$ cat src/rtl/cpu6_ucode_pkg.sv
// cpu6_ucode_pkg: microword field positions, next-address op codes, sequencer S-select codes and controller states
package cpu6_ucode_pkg;
  localparam int OP_LSB   = 0;
  localparam int OP_W     = 4;
  localparam int CSEL_LSB = 4;
  localparam int CSEL_W   = 3;
  localparam int CPOL_BIT = 7;
  localparam int BR_LSB   = 8;
  localparam logic [3:0] OP_CONT  = 4'd0;
  localparam logic [3:0] OP_JMP   = 4'd1;
  localparam logic [3:0] OP_JMPC  = 4'd2;
  localparam logic [3:0] OP_CALL  = 4'd3;
  localparam logic [3:0] OP_CALLC = 4'd4;
  localparam logic [3:0] OP_RET   = 4'd5;
  localparam logic [3:0] OP_RETC  = 4'd6;
  localparam logic [3:0] OP_LDAR  = 4'd7;
  localparam logic [3:0] OP_JAR   = 4'd8;
  localparam logic [3:0] OP_JMAP  = 4'd9;
  localparam logic [3:0] OP_PUSH  = 4'd10;
  localparam logic [3:0] OP_LOOP  = 4'd11;
  localparam logic [3:0] OP_HALT  = 4'd12;
  localparam logic [1:0] SEL_PC  = 2'b00;
  localparam logic [1:0] SEL_AR  = 2'b01;
  localparam logic [1:0] SEL_STK = 2'b10;
  localparam logic [1:0] SEL_D   = 2'b11;
  typedef enum logic [1:0] {ST_START, ST_RUN, ST_HALTED} state_t;
endpackage

$ cat src/rtl/ucode_stack_track.sv
// ucode_stack_track: shadow sequencer stack depth (0..DEPTH) from push/pop strobes, with sticky ovf/unf flags
module ucode_stack_track #(
  parameter int DEPTH = 4
) (
  input  logic clock,
  input  logic reset_n,
  input  logic push,
  input  logic pop,
  output logic ovf,
  output logic unf
);
  localparam int DW = $clog2(DEPTH + 1);
  logic [DW-1:0] depth;
  always_ff @(posedge clock or negedge reset_n) begin
    if (!reset_n) begin
      depth <= '0;
      ovf   <= 1'b0;
      unf   <= 1'b0;
    end else begin
      if (push) begin
        if (depth == DW'(DEPTH)) ovf <= 1'b1;
        else depth <= depth + DW'(1);
      end
      if (pop) begin
        if (depth == '0) unf <= 1'b1;
        else depth <= depth - DW'(1);
      end
    end
  end
endmodule

$ cat src/rtl/ucode_seq_ctl.sv
// ucode_seq_ctl: latches control-store word at seq_y into upipe, decodes it into Am2909 controls (s/fe/pup/re/zero/cin/din/rin), replays on stall/halt, tracks stack depth
module ucode_seq_ctl
  import cpu6_ucode_pkg::*;
#(
  parameter int ADDR_W      = 12,
  parameter int WORD_W      = 56,
  parameter int STACK_DEPTH = 4
) (
  input  logic              clock,
  input  logic              reset_n,
  input  logic [ADDR_W-1:0] seq_y,
  input  logic [WORD_W-1:0] rom_data,
  input  logic [7:0]        cond_in,
  input  logic [ADDR_W-1:0] map_addr,
  input  logic              stall,
  output logic [WORD_W-1:0] upipe,
  output logic [1:0]        seq_s,
  output logic              seq_fe_n,
  output logic              seq_pup,
  output logic              seq_re_n,
  output logic              seq_zero_n,
  output logic              seq_cin,
  output logic [ADDR_W-1:0] seq_din,
  output logic [ADDR_W-1:0] seq_rin,
  output logic              halted,
  output logic              stk_ovf,
  output logic              stk_unf,
  output logic              illegal_op
);
  state_t state, state_nx;
  logic [ADDR_W-1:0] uaddr_q, branch;
  logic [3:0] op;
  logic cond, run, replay, illegal;
  assign op      = upipe[OP_LSB +: OP_W];
  assign branch  = upipe[BR_LSB +: ADDR_W];
  assign cond    = cond_in[upipe[CSEL_LSB +: CSEL_W]] ^ upipe[CPOL_BIT];
  assign run     = state == ST_RUN && !stall;
  assign seq_cin = 1'b1;
  assign seq_rin = branch;
  always_comb begin
    state_nx   = state;
    seq_s      = SEL_PC;
    seq_fe_n   = 1'b1;
    seq_pup    = 1'b0;
    seq_re_n   = 1'b1;
    seq_zero_n = 1'b1;
    seq_din    = branch;
    illegal    = 1'b0;
    replay     = state == ST_HALTED || (state == ST_RUN && stall);
    if (state == ST_START) begin
      seq_zero_n = 1'b0;
      state_nx   = ST_RUN;
    end
    if (run) begin
      case (op)
        OP_CONT: ;
        OP_JMP:  seq_s = SEL_D;
        OP_JMPC: seq_s = cond ? SEL_D : SEL_PC;
        OP_CALL: {seq_s, seq_fe_n, seq_pup} = {SEL_D, 2'b01};
        OP_CALLC: {seq_s, seq_fe_n, seq_pup} = cond ? {SEL_D, 2'b01} : {SEL_PC, 2'b10};
        OP_RET:  {seq_s, seq_fe_n} = {SEL_STK, 1'b0};
        OP_RETC: {seq_s, seq_fe_n} = cond ? {SEL_STK, 1'b0} : {SEL_PC, 1'b1};
        OP_LDAR: seq_re_n = 1'b0;
        OP_JAR:  seq_s = SEL_AR;
        OP_JMAP: {seq_s, seq_din} = {SEL_D, map_addr};
        OP_PUSH: {seq_fe_n, seq_pup} = 2'b01;
        // false: jump to top of stack and keep it; true: pop and fall through
        OP_LOOP: {seq_s, seq_fe_n} = cond ? {SEL_PC, 1'b0} : {SEL_STK, 1'b1};
        OP_HALT: begin
          replay   = 1'b1;
          state_nx = ST_HALTED;
        end
        default: illegal = 1'b1;
      endcase
    end
    // re-emit the address of the word in upipe so the sequencer PC stays at uaddr_q+1
    if (replay) {seq_s, seq_din} = {SEL_D, uaddr_q};
  end
  always_ff @(posedge clock or negedge reset_n) begin
    if (!reset_n) begin
      state      <= ST_START;
      upipe      <= '0;
      uaddr_q    <= '0;
      halted     <= 1'b0;
      illegal_op <= 1'b0;
    end else begin
      state      <= state_nx;
      halted     <= state_nx == ST_HALTED;
      illegal_op <= illegal_op | illegal;
      if (!(state == ST_RUN && stall)) upipe <= rom_data;
      if (run) uaddr_q <= seq_y;
    end
  end
  ucode_stack_track #(.DEPTH(STACK_DEPTH)) u_stk (
    .clock   (clock),
    .reset_n (reset_n),
    .push    (!seq_fe_n && seq_pup),
    .pop     (!seq_fe_n && !seq_pup),
    .ovf     (stk_ovf),
    .unf     (stk_unf)
  );
endmodule

$ cat config.mk
export PLATFORM = sky130hd
export DESIGN_NAME = ucode_seq_ctl
export DESIGN_NICKNAME = d
export VERILOG_FILES = /design/src/rtl/cpu6_ucode_pkg.sv /design/src/rtl/ucode_stack_track.sv /design/src/rtl/ucode_seq_ctl.sv
export SDC_FILE = /design/constraint.sdc
export NUM_CORES = 1
export LEC_CHECK = 0
export BUFFER_PORTS_ARGS = -buffer_cell sky130_fd_sc_hd__clkbuf_2
export CELL_PAD_IN_SITES_DETAIL_PLACEMENT = 1
export CELL_PAD_IN_SITES_GLOBAL_PLACEMENT = 2
export CORE_MARGIN = 2
export CORE_UTILIZATION = 25
export CTS_BUF_LIST = sky130_fd_sc_hd__clkbuf_16
export DETAILED_ROUTE_END_ITERATION = 6
export PLACE_DENSITY = 0.85
export SYNTH_ARGS = -nofsm -noshare
export SYNTH_HDL_FRONTEND = slang
export SYNTH_SLANG_ARGS = --single-unit
export TNS_END_PERCENT = 100
$ cat constraint.sdc
create_clock -name clock -period 2 [get_ports clock]
set_clock_uncertainty 0.1 [all_clocks]
set_input_delay 0 -clock clock [delete_from_list [all_inputs] [get_ports clock]]
set_output_delay 0 -clock clock [all_outputs]
set_load 0.005 [all_outputs]
==> flow_summary.ini, run 1 <==
[routing]
routed_wl_um = 12500
drtPass1Iterations = 4
drtIter0Drc = 85
post-route-drc-count = 0
routedWlPerCell_um = 16.6
via_count = 3370
vias_per_cell = 4.49
ant_nets = 0

[logic_synthesis]
ys_seq_elements = 77
syn_inst = 304
synth_cell_types = 47
syn_avg_cell_area_um2 = 12.4
ys_seq_area_share_pct = 51.2
synthFlopType = dfrtp_1
syn_nets = 398
async_reset_ff_share_pct = 100
syn-cell-area_mm2 = 0.00376
synth_edf_count = 0
ys_warn_count = 0

[final_layout]
fillers = 1624
fin_nets = 656
area_growth_pct = 63.6
utilization_pct = 42.0
layout-drive-gt1-share_pct = 56.4
final_common_cell = clkbuf_2
diodes = 0
finalInstanceArea_mm2 = 0.00615
layout_common_cells = 166 x clkbuf_2, 74 x dfrtp_1, 69 x dlygate4sd3_1

[sta]
min_period_ns = 2.25
whs_ns = 0.103
rsz0062_at_grt = true
finalSetupViolations = 14
slew_violations = 0
hold_viol_final = 0
fmax_mhz = 444
fin_ws_ns = -0.253
relSlewSlack_pct = 65.7
worst_pin_slew_ns = 0.515
fin_crit_sh_pct = 113

[critical_path]
end_kind = primary output
crit_path_start_kind = flop
r2r_cells = 9
crit_type = flop to primary output
cp_max_fo = 4
cp.required_ns = 1.90
cp.arrival_ns = 2.15

[power]
p_per_area_mw_per_mm2 = 1200
ir_worst_vdd_mv = 0.629
leakagePower_nw = 3.00
power.total_mw = 7.40

[global_routing]
grt_pass1_vias = 3837
overflow = 0
grt_pass1_wl_um = 19600
grt_max_degree = 40
track_usage_pct = 15.6
antenna_found_initial = 0

[floorplan]
core_mm2 = 0.0146
dieArea_mm2 = 0.0160
die_w_um = 127
die_y_um = 127
io_pins = 182
start_util_pct = 25.7
rows = 44

[clock_network]
cts.path.max_buffers = 2
root_buffer = clkbuf_16
path_clk_slew_ns = 0.06
cts.sinks = 77
cts_tree = yes
worstSkewPairLatency_ns = 0.34
cts-buffers-inserted = 9
cts_max_level = 3

[status]
status = finished with violations
violations = setup timing

[place]
port_buffers = 180
place_area_mm2 = 0.00489
hpwl_um = 8200
gp_congestion = 0.781
dpl_worst_slack_ns = -0.0476

[min_path]
min_path_type = input pin to asynchronous set/reset pin

[job]
drv_cap = 0
-- final timing paths --
check | from | endpoint | slack, ns
hold reg to reg | u_stk.ovf | u_stk.ovf | 0.39
setup reg to reg | upipe[4] | u_stk.depth[1] | -0.18
max in group asynchronous | reset_n | uaddr_q[5] | 1.09
min in group clock | map_addr[3] | seq_din[3] | 0.25
setup / recovery | upipe[4] | seq_s[1] | -0.25
hold / removal | reset_n | upipe[41] | 0.10
-- flip-flops by register name, indices dropped and copies added (netlist names) --
register,cells
u_stk.unf,1
state,2
uaddr_q,12
illegal_op,1
u_stk.depth,3
upipe,56
u_stk.ovf,1
halted,1
-- routing by layer --
metal,global-route usage [%],vias up,part of all wire (%)
li1,-,1582,-
met1,16.0,1682,37
met2,30.8,92,57
met3,4.43,14,4.6
met4,4.14,0,1.8
met5,0,-,0
-- logic make-up after synthesis --
group / share of synthesized area (%)
buffers and inverters: 4.96
AO/OA/AOI/OAI: 8.81
AND/OR/NAND/NOR: 7.78
multiplexers: 24.7
adder cells (fa/ha/maj): 0.998
XOR/XNOR: 1.43
other: 0.0997
flip-flops: 51.2
-- power breakdown --
group / internal (mW) / switching (mW) / leakage (nW) / total [mW]
registers: 2.06 / 0.400 / 0.896 / 2.46
logic: 1.76 / 1.41 / 1.94 / 3.17
clock network: 1.10 / 0.670 / 0.158 / 1.77
-- through the flow --
stage               instances  TNS [ns]
floorplan                 304         0
global placement          653         0
detailed placement        653   -0.0579
CTS                       750     -2.17
global route              751     -3.70
finish                    751     -1.52
-- worst max-delay path, cell delays in order (launching register included) --
cell	delay (ns)
dfrtp_1	0.43
mux2_4	0.32
a2bb2oi_2	0.14
and2_4	0.17
buf_12	0.13
xnor2_4	0.18
o21bai_1	0.08
a41o_1	0.25
clkbuf_2	0.11
-- final cells by class --
cell class / count / area, um2 / share of cell area [%]
clock buffers: 9 / 225 / 3.66
clock inverters: 7 / 97.6 / 1.59
inverters: 5 / 18.8 / 0.305
multi-input cells: 193 / 1750 / 28.4
flip-flops and latches: 77 / 1930 / 31.4
well taps: 184 / 230 / 3.74
repair buffers: 276 / 1910 / 31.0
-- cells in the mapped netlist (2+ instances only) --
master / number / area share [%]
mux2_2: 67 / 20
nor3_1: 2 / 0.27
a22oi_2: 2 / 0.67
dfrtp_1: 77 / 51
inv_1: 5 / 0.50
a21oi_1: 7 / 0.93
nand2_1: 23 / 2.3
o32ai_1: 2 / 0.47
buf_4: 13 / 2.6
clkbuf_1: 13 / 1.3
nor3b_1: 3 / 0.60
ha_1: 3 / 1.0
xnor2_1: 3 / 0.70
nor2_1: 4 / 0.40
or2_2: 2 / 0.33
mux2i_1: 16 / 4.3
o21bai_1: 3 / 0.60
o21ai_0: 17 / 2.3
nor2b_1: 6 / 1.0
buf_2: 2 / 0.27
nand2b_1: 6 / 1.0
nand3_1: 3 / 0.40
-- repair_timing --
| item | in CTS | in global routing |
|---|---|---|
| endpoints found under the hold margin | 145 | 0 |
| gates cloned | 2 | 0 |
| hold buffers | 69 | 0 |
| pin swaps | 13 | 6 |
| endpoints found under the setup margin | 19 | 21 |
| gates resized for setup | 35 | 19 |
| buffers inserted | 10 | 1 |
Power figures use the tool's default switching activity.
==> run 2: changes to the inputs <==
--- a/config.mk
+++ b/config.mk
@@ -14,4 +14,5 @@
 export DETAILED_ROUTE_END_ITERATION = 6
 export PLACE_DENSITY = 0.85
+export REMOVE_ABC_BUFFERS = 1
 export SYNTH_ARGS = -nofsm -noshare
 export SYNTH_HDL_FRONTEND = slang
==> constraint.sdc (replaced) <==
create_clock -name clock -period 2 [get_ports clock]
set_clock_uncertainty 0.1 [all_clocks]
set_input_delay 0.6 -clock clock [delete_from_list [all_inputs] [get_ports clock]]
set_output_delay 0.6 -clock clock [all_outputs]
set_load 0.005 [all_outputs]
==> flow_summary.ini, run 2 (synthesis gave the netlist of run 1 again) <==
[routing]
drtPass1Iterations = 4
vias_per_cell = 4.56
routedWlPerCell_um = 16.7
ant_nets = 0
post-route-drc-count = 0
routed_wl_um = 11700
via_count = 3203
drtIter0Drc = 56

[sta]
fin_ws_ns = -0.867
setup_tns_ns = -9.42
hold_viol_final = 0
finalSetupViolations = 23
fmax_mhz = 349
fin_crit_sh_pct = 143
rsz0062_at_grt = true
min_period_ns = 2.87
slew_violations = 0

[power]
leakagePower_nw = 2.87
ir_worst_vdd_mv = 0.640
p_per_area_mw_per_mm2 = 1330

[job]
drv_cap = 0

[final_layout]
diodes = 0
top_register = upipe
area_growth_pct = 52.6
final_common_cell = clkbuf_2
largest_reg_flops = 56
fin_nets = 610
final_cells = 703
layout-drive-gt1-share_pct = 70.3
utilization_pct = 39.2
reg_top3 = upipe x56, uaddr_q x12, u_stk.depth x3
layout_common_cells = 166 x clkbuf_2, 75 x dfrtp_1, 67 x mux2_2

[global_routing]
grt_pass1_vias = 3619
grt_max_degree = 78
antenna_found_initial = 0
grt_pass1_wl_um = 19100
track_usage_pct = 15.1
overflow = 0

[place]
port_buffers = 180
hpwl_um = 8410
dp.cells = 674
gp_congestion = 0.729

[critical_path]
r2r_cells = 10
crit_type = flop to primary output
slowest_delay_ns = 0.45
startpoint = upipe[4]
r2r_end = u_stk.depth[1]
cp.buffers_inverters = 1
crit_family = compound AO/OA/AOI/OAI gates
cp.required_ns = 1.30
crit_path_start_kind = flop
cp.arrival_ns = 2.17
critPathSlowestCell = dfrtp_2
r2r-start = upipe[4]
path_cells = mux2_4 > a2bb2oi_2 > and2_4 > xnor2_4 > a21oi_2 > o32ai_2 > a21o_1 > clkbuf_2
worst-r2r-setup-slack_ns = -0.30
end_kind = primary output
cp_max_fo = 5

[clock_network]
cts.sinks = 77
cts-buffers-inserted = 9
cts.path.max_buffers = 2
root_buffer = clkbuf_16
path_clk_slew_ns = 0.06
cts_max_level = 3
worstSkewPairLatency_ns = 0.33
cts_tree = yes

[status]
violations = setup timing
status = finished with violations

[floorplan]
die_w_um = 127
core_mm2 = 0.0146
die_y_um = 127
start_util_pct = 25.7
rows = 44
dieArea_mm2 = 0.0160
io_pins = 182

[min_path]
min_path_type = input pin to asynchronous set/reset pin
run 2: worst max-delay path by stage:
stage / to / slack [ns] / cells after the start
3_5_place_dp: seq_s[0] / -0.89 / 9
4_1_cts: seq_s[1] / -0.88 / 8
6_report: seq_s[0] / -0.87 / 8
2_1_floorplan: seq_din[0] / -1.34 / 4
5_1_grt: seq_s[0] / -1.0 / 8
3_3_place_gp: seq_s[0] / -0.84 / 9
run 2: through the flow:
step           hold WS, ns  total power [mW]  setup slack [ns]  cell area, um2
4_1_cts              0.197              7.51            -0.880            5600
5_1_grt              0.215              8.19            -0.997            5740
2_1_floorplan        0.204              3.89             -1.34            3590
3_5_place_dp         0.364              5.36            -0.888            5050
6_report             0.155              7.63            -0.867            5740
3_3_place_gp         0.361              5.24            -0.838            5050
run 2: worst register-to-register path, cell delays in order, from the launching register on:
cell and delay [ns]:
dfrtp_2 0.45, mux2_4 0.31, a2bb2oi_2 0.14, and2_4 0.17
buf_6 0.13, xnor2_4 0.19, buf_6 0.14, o21ai_4 0.05
buf_6 0.13, a221oi_2 0.25, o32ai_1 0.11
run 2: area by class of cell:
cell class              instances  area, um2
fillers                      1638       8900
flip-flops and latches         77       1930
multi-input cells             193       1860
repair buffers                230       1420
well taps                     184        230
clock buffers                   9        225
clock inverters                 5       62.6
inverters                       5       18.8
run 2: where the power goes:
part	switching (mW)	internal [mW]	total [mW]	leakage, nW
sequential	0.399	2.06	2.46	0.897
clock	0.656	0.959	1.61	0.134
combinational	1.58	1.98	3.56	1.84
total	2.64	5.00	7.63	2.87
run 2: what timing repair did:
action,in CTS,in global routing
setup endpoints to repair,23,23
pin swaps,15,16
hold buffers,0,0
buffers inserted,9,5
resized for setup,47,43
cloned,2,0
run 2: metal layers:
layer  track usage (%)  wire length (um)  vias to the layer above
met3              5.90               829                        7
li1                  -                 -                     1492
met2              26.6              6170                      115
met4              3.10               104                        0
met5                 0                 0                        -
met1              17.4              4640                     1589
==> run 3: changes to the inputs <==
Settings changed: ABC_AREA from default to 1, CORE_UTILIZATION 25 to 23, SKIP_LAST_GASP from default to 1.
==> flow_summary.ini, run 3 <==
[logic_synthesis]
synth_top_family_by_area = simple AND/OR/NAND/NOR gates
ys_warn_count = 0
ys_seq_elements = 77
synth_top_cell_area_share_pct = 52.2
synthMuxAreaShare_pct = 15.0
ys_top_cells_by_area = dfrtp_1 52%, mux2_2 15%, nand2_1 9.6%, nand3_1 4.1%, buf_4 2.6%
synth_xor_area_share_pct = 0.237
async_reset_ff_share_pct = 100
syn_inst = 380
ys_seq_area_share_pct = 52.2
synth_cell_types = 27
synth_most_common_cell = nand2_1
synth_edf_count = 0
synth-simple-area-share_pct = 18.0
synth_compound_area_share_pct = 5.77
syn-cell-area_mm2 = 0.00369
synth_common_cells = 94 x nand2_1, 77 x dfrtp_1, 49 x mux2_2
synthAdderAreaFrac_pct = 1.02
synthFlopType = dfrtp_1
syn_avg_cell_area_um2 = 9.71
synth_area_leader_cell = dfrtp_1

[routing]
via_count = 3636
routed_wl_um = 13500
ant_nets = 0
drtIter0Drc = 117
drtPass1Iterations = 4
post-route-drc-count = 0
routedWlPerCell_um = 15.8
vias_per_cell = 4.26

[final_layout]
fillers = 1863
largest_reg_flops = 56
finalInstanceArea_mm2 = 0.00623
layout_common_cells = 172 x clkbuf_2, 76 x nand2_1, 74 x dfrtp_1
top_register = upipe
diodes = 0
area_growth_pct = 68.9
final_common_cell = clkbuf_2
layout-drive-gt1-share_pct = 65.3
fin_nets = 726
reg_top3 = upipe x56, uaddr_q x12, u_stk.depth x3

[critical_path]
end_kind = primary output
slowest_delay_ns = 0.41
cp.required_ns = 1.30
critPathSlowestCell = dfrtp_1
crit_path_start_kind = flop
cp_max_fo = 6
cp.buffers_inverters = 4
crit_family = simple AND/OR/NAND/NOR gates
crit_type = flop to primary output
cp.arrival_ns = 2.06
path_cells = nor3_4 > nand3_2 > nor2_4 > nor2_4 > inv_2 > a31oi_4 > buf_12 > buf_12 > nor2_2 > a31oi_4 > buf_2

[sta]
finalSetupViolations = 23
fin_crit_sh_pct = 138
whs_ns = 0.186
fmax_mhz = 363
min_period_ns = 2.76
fin_ws_ns = -0.757
slew_violations = 0
hold_viol_final = 0
rsz0062_at_grt = true

[power]
ir_worst_vdd_mv = 0.388
leakagePower_nw = 3.21
power.total_mw = 3.79
p_per_area_mw_per_mm2 = 609

[place]
hpwl_um = 9430
port_buffers = 180
place_area_mm2 = 0.00513
gp_congestion = 0.786
dpl_worst_slack_ns = -0.630

[global_routing]
track_usage_pct = 15.6
grt_pass1_wl_um = 20400
overflow = 0
grt_pass1_vias = 4089
antenna_found_initial = 1
grt_max_degree = 78

[floorplan]
dieArea_mm2 = 0.0171
die_y_um = 131
rows = 46
io_pins = 182
core_mm2 = 0.0158
die_w_um = 131
start_util_pct = 23.4

[clock_network]
cts.sinks = 77
root_buffer = clkbuf_16
cts-buffers-inserted = 9
cts_max_level = 3
worstSkewPairLatency_ns = 0.33
cts.path.max_buffers = 2
path_clk_slew_ns = 0.06
cts_tree = yes

[status]
violations = setup timing
status = finished with violations

[job]
drv_cap = 0

[min_path]
min_path_type = input pin to asynchronous set/reset pin
## run 3: cell count changes after synthesis, moves of 7 or more
cell | before | now
inv_1 | 5 | 25
mux2_2 | 67 | 49
a31oi_1 | 0 | 13
mux2i_1 | 16 | 0
nor2_1 | 4 | 23
nand3_1 | 3 | 30
buf_2 | 2 | 9
clkbuf_1 | 13 | 6
nand2_1 | 23 | 94
## run 3: routing by layer
layer / track usage (%) / part of all wire [%]
met2: 27.4 / 51
met3: 4.76 / 5.8
met1: 18.4 / 41
met4: 4.63 / 1.5
met5: 0 / 0.12
## run 3: kinds of logic (layout without fill, tap and decap cells)
logic type,Yosys count,count (layout)
flip-flops,77,77
AND/OR/NAND/NOR,156,156
adder cells (fa/ha/maj),3,3
AO/OA/AOI/OAI,34,34
XOR/XNOR,1,1
other,1,1
multiplexers,49,49
buffers and inverters,59,316
## run 3: what timing repair did
item / CTS / global route
pin swaps: 27 / 21
hold buffers: 0 / 0
setup endpoints to repair: 21 / 23
buffers inserted: 37 / 12
resized for setup: 62 / 60
cloned: 1 / 2
## run 3: final timing paths
| check | from | endpoint | slack (ns) | depth (start not counted) |
|---|---|---|---|---|
| max | state[1] | seq_din[8] | -0.76 | 11 |
| min | reset_n | upipe[37] | 0.19 | 2 |
| max reg2reg | state[1] | state[1] | -0.70 | 16 |
| min reg2reg | u_stk.ovf | u_stk.ovf | 0.38 | 1 |
| max in group asynchronous | reset_n | upipe[3] | 1.26 | 2 |
| min in group clock | seq_y[11] | uaddr_q[11] | 0.37 | 3 |
## run 3: layout make-up
class	count	area [um2]	share of cell area (%)
flip-flops and latches	77	1930	31.0
clock inverters	7	66.3	1.06
multi-input cells	244	1860	29.8
well taps	216	270	4.34
inverters	31	121	1.95
repair buffers	269	1760	28.2
clock buffers	9	225	3.62
## run 3: worst reg2reg max path: stages (launching register included)
cell and delay [ns]:
dfrtp_1 0.41, nor3_4 0.23, nand3_2 0.15, buf_4 0.17
buf_6 0.10, buf_4 0.12, buf_4 0.12, buf_4 0.12
buf_4 0.12, buf_4 0.12, buf_4 0.12, buf_4 0.12
buf_4 0.12, buf_4 0.12, buf_4 0.12, buf_4 0.13
o21ai_2 0.15
## run 3: per-stage QoR
step / instances / TNS, ns / utilization (%)
6_report: 853 / -13.06 / 39.5
5_1_grt: 853 / -15.75 / 39.5
4_1_cts: 846 / -12.50 / 37.5
3_5_place_dp: 797 / -10.31 / 32.5
3_3_place_gp: 797 / -9.13 / 32.5
2_1_floorplan: 352 / -60.86 / -
## run 3: power breakdown
| part | total, mW | switching [mW] | internal, mW | leakage, nW |
|---|---|---|---|---|
| Clock | 1.61 | 0.654 | 0.960 | 0.147 |
| Combinational | 0.488 | 0.223 | 0.265 | 2.15 |
| Sequential | 1.69 | 0.0591 | 1.63 | 0.917 |
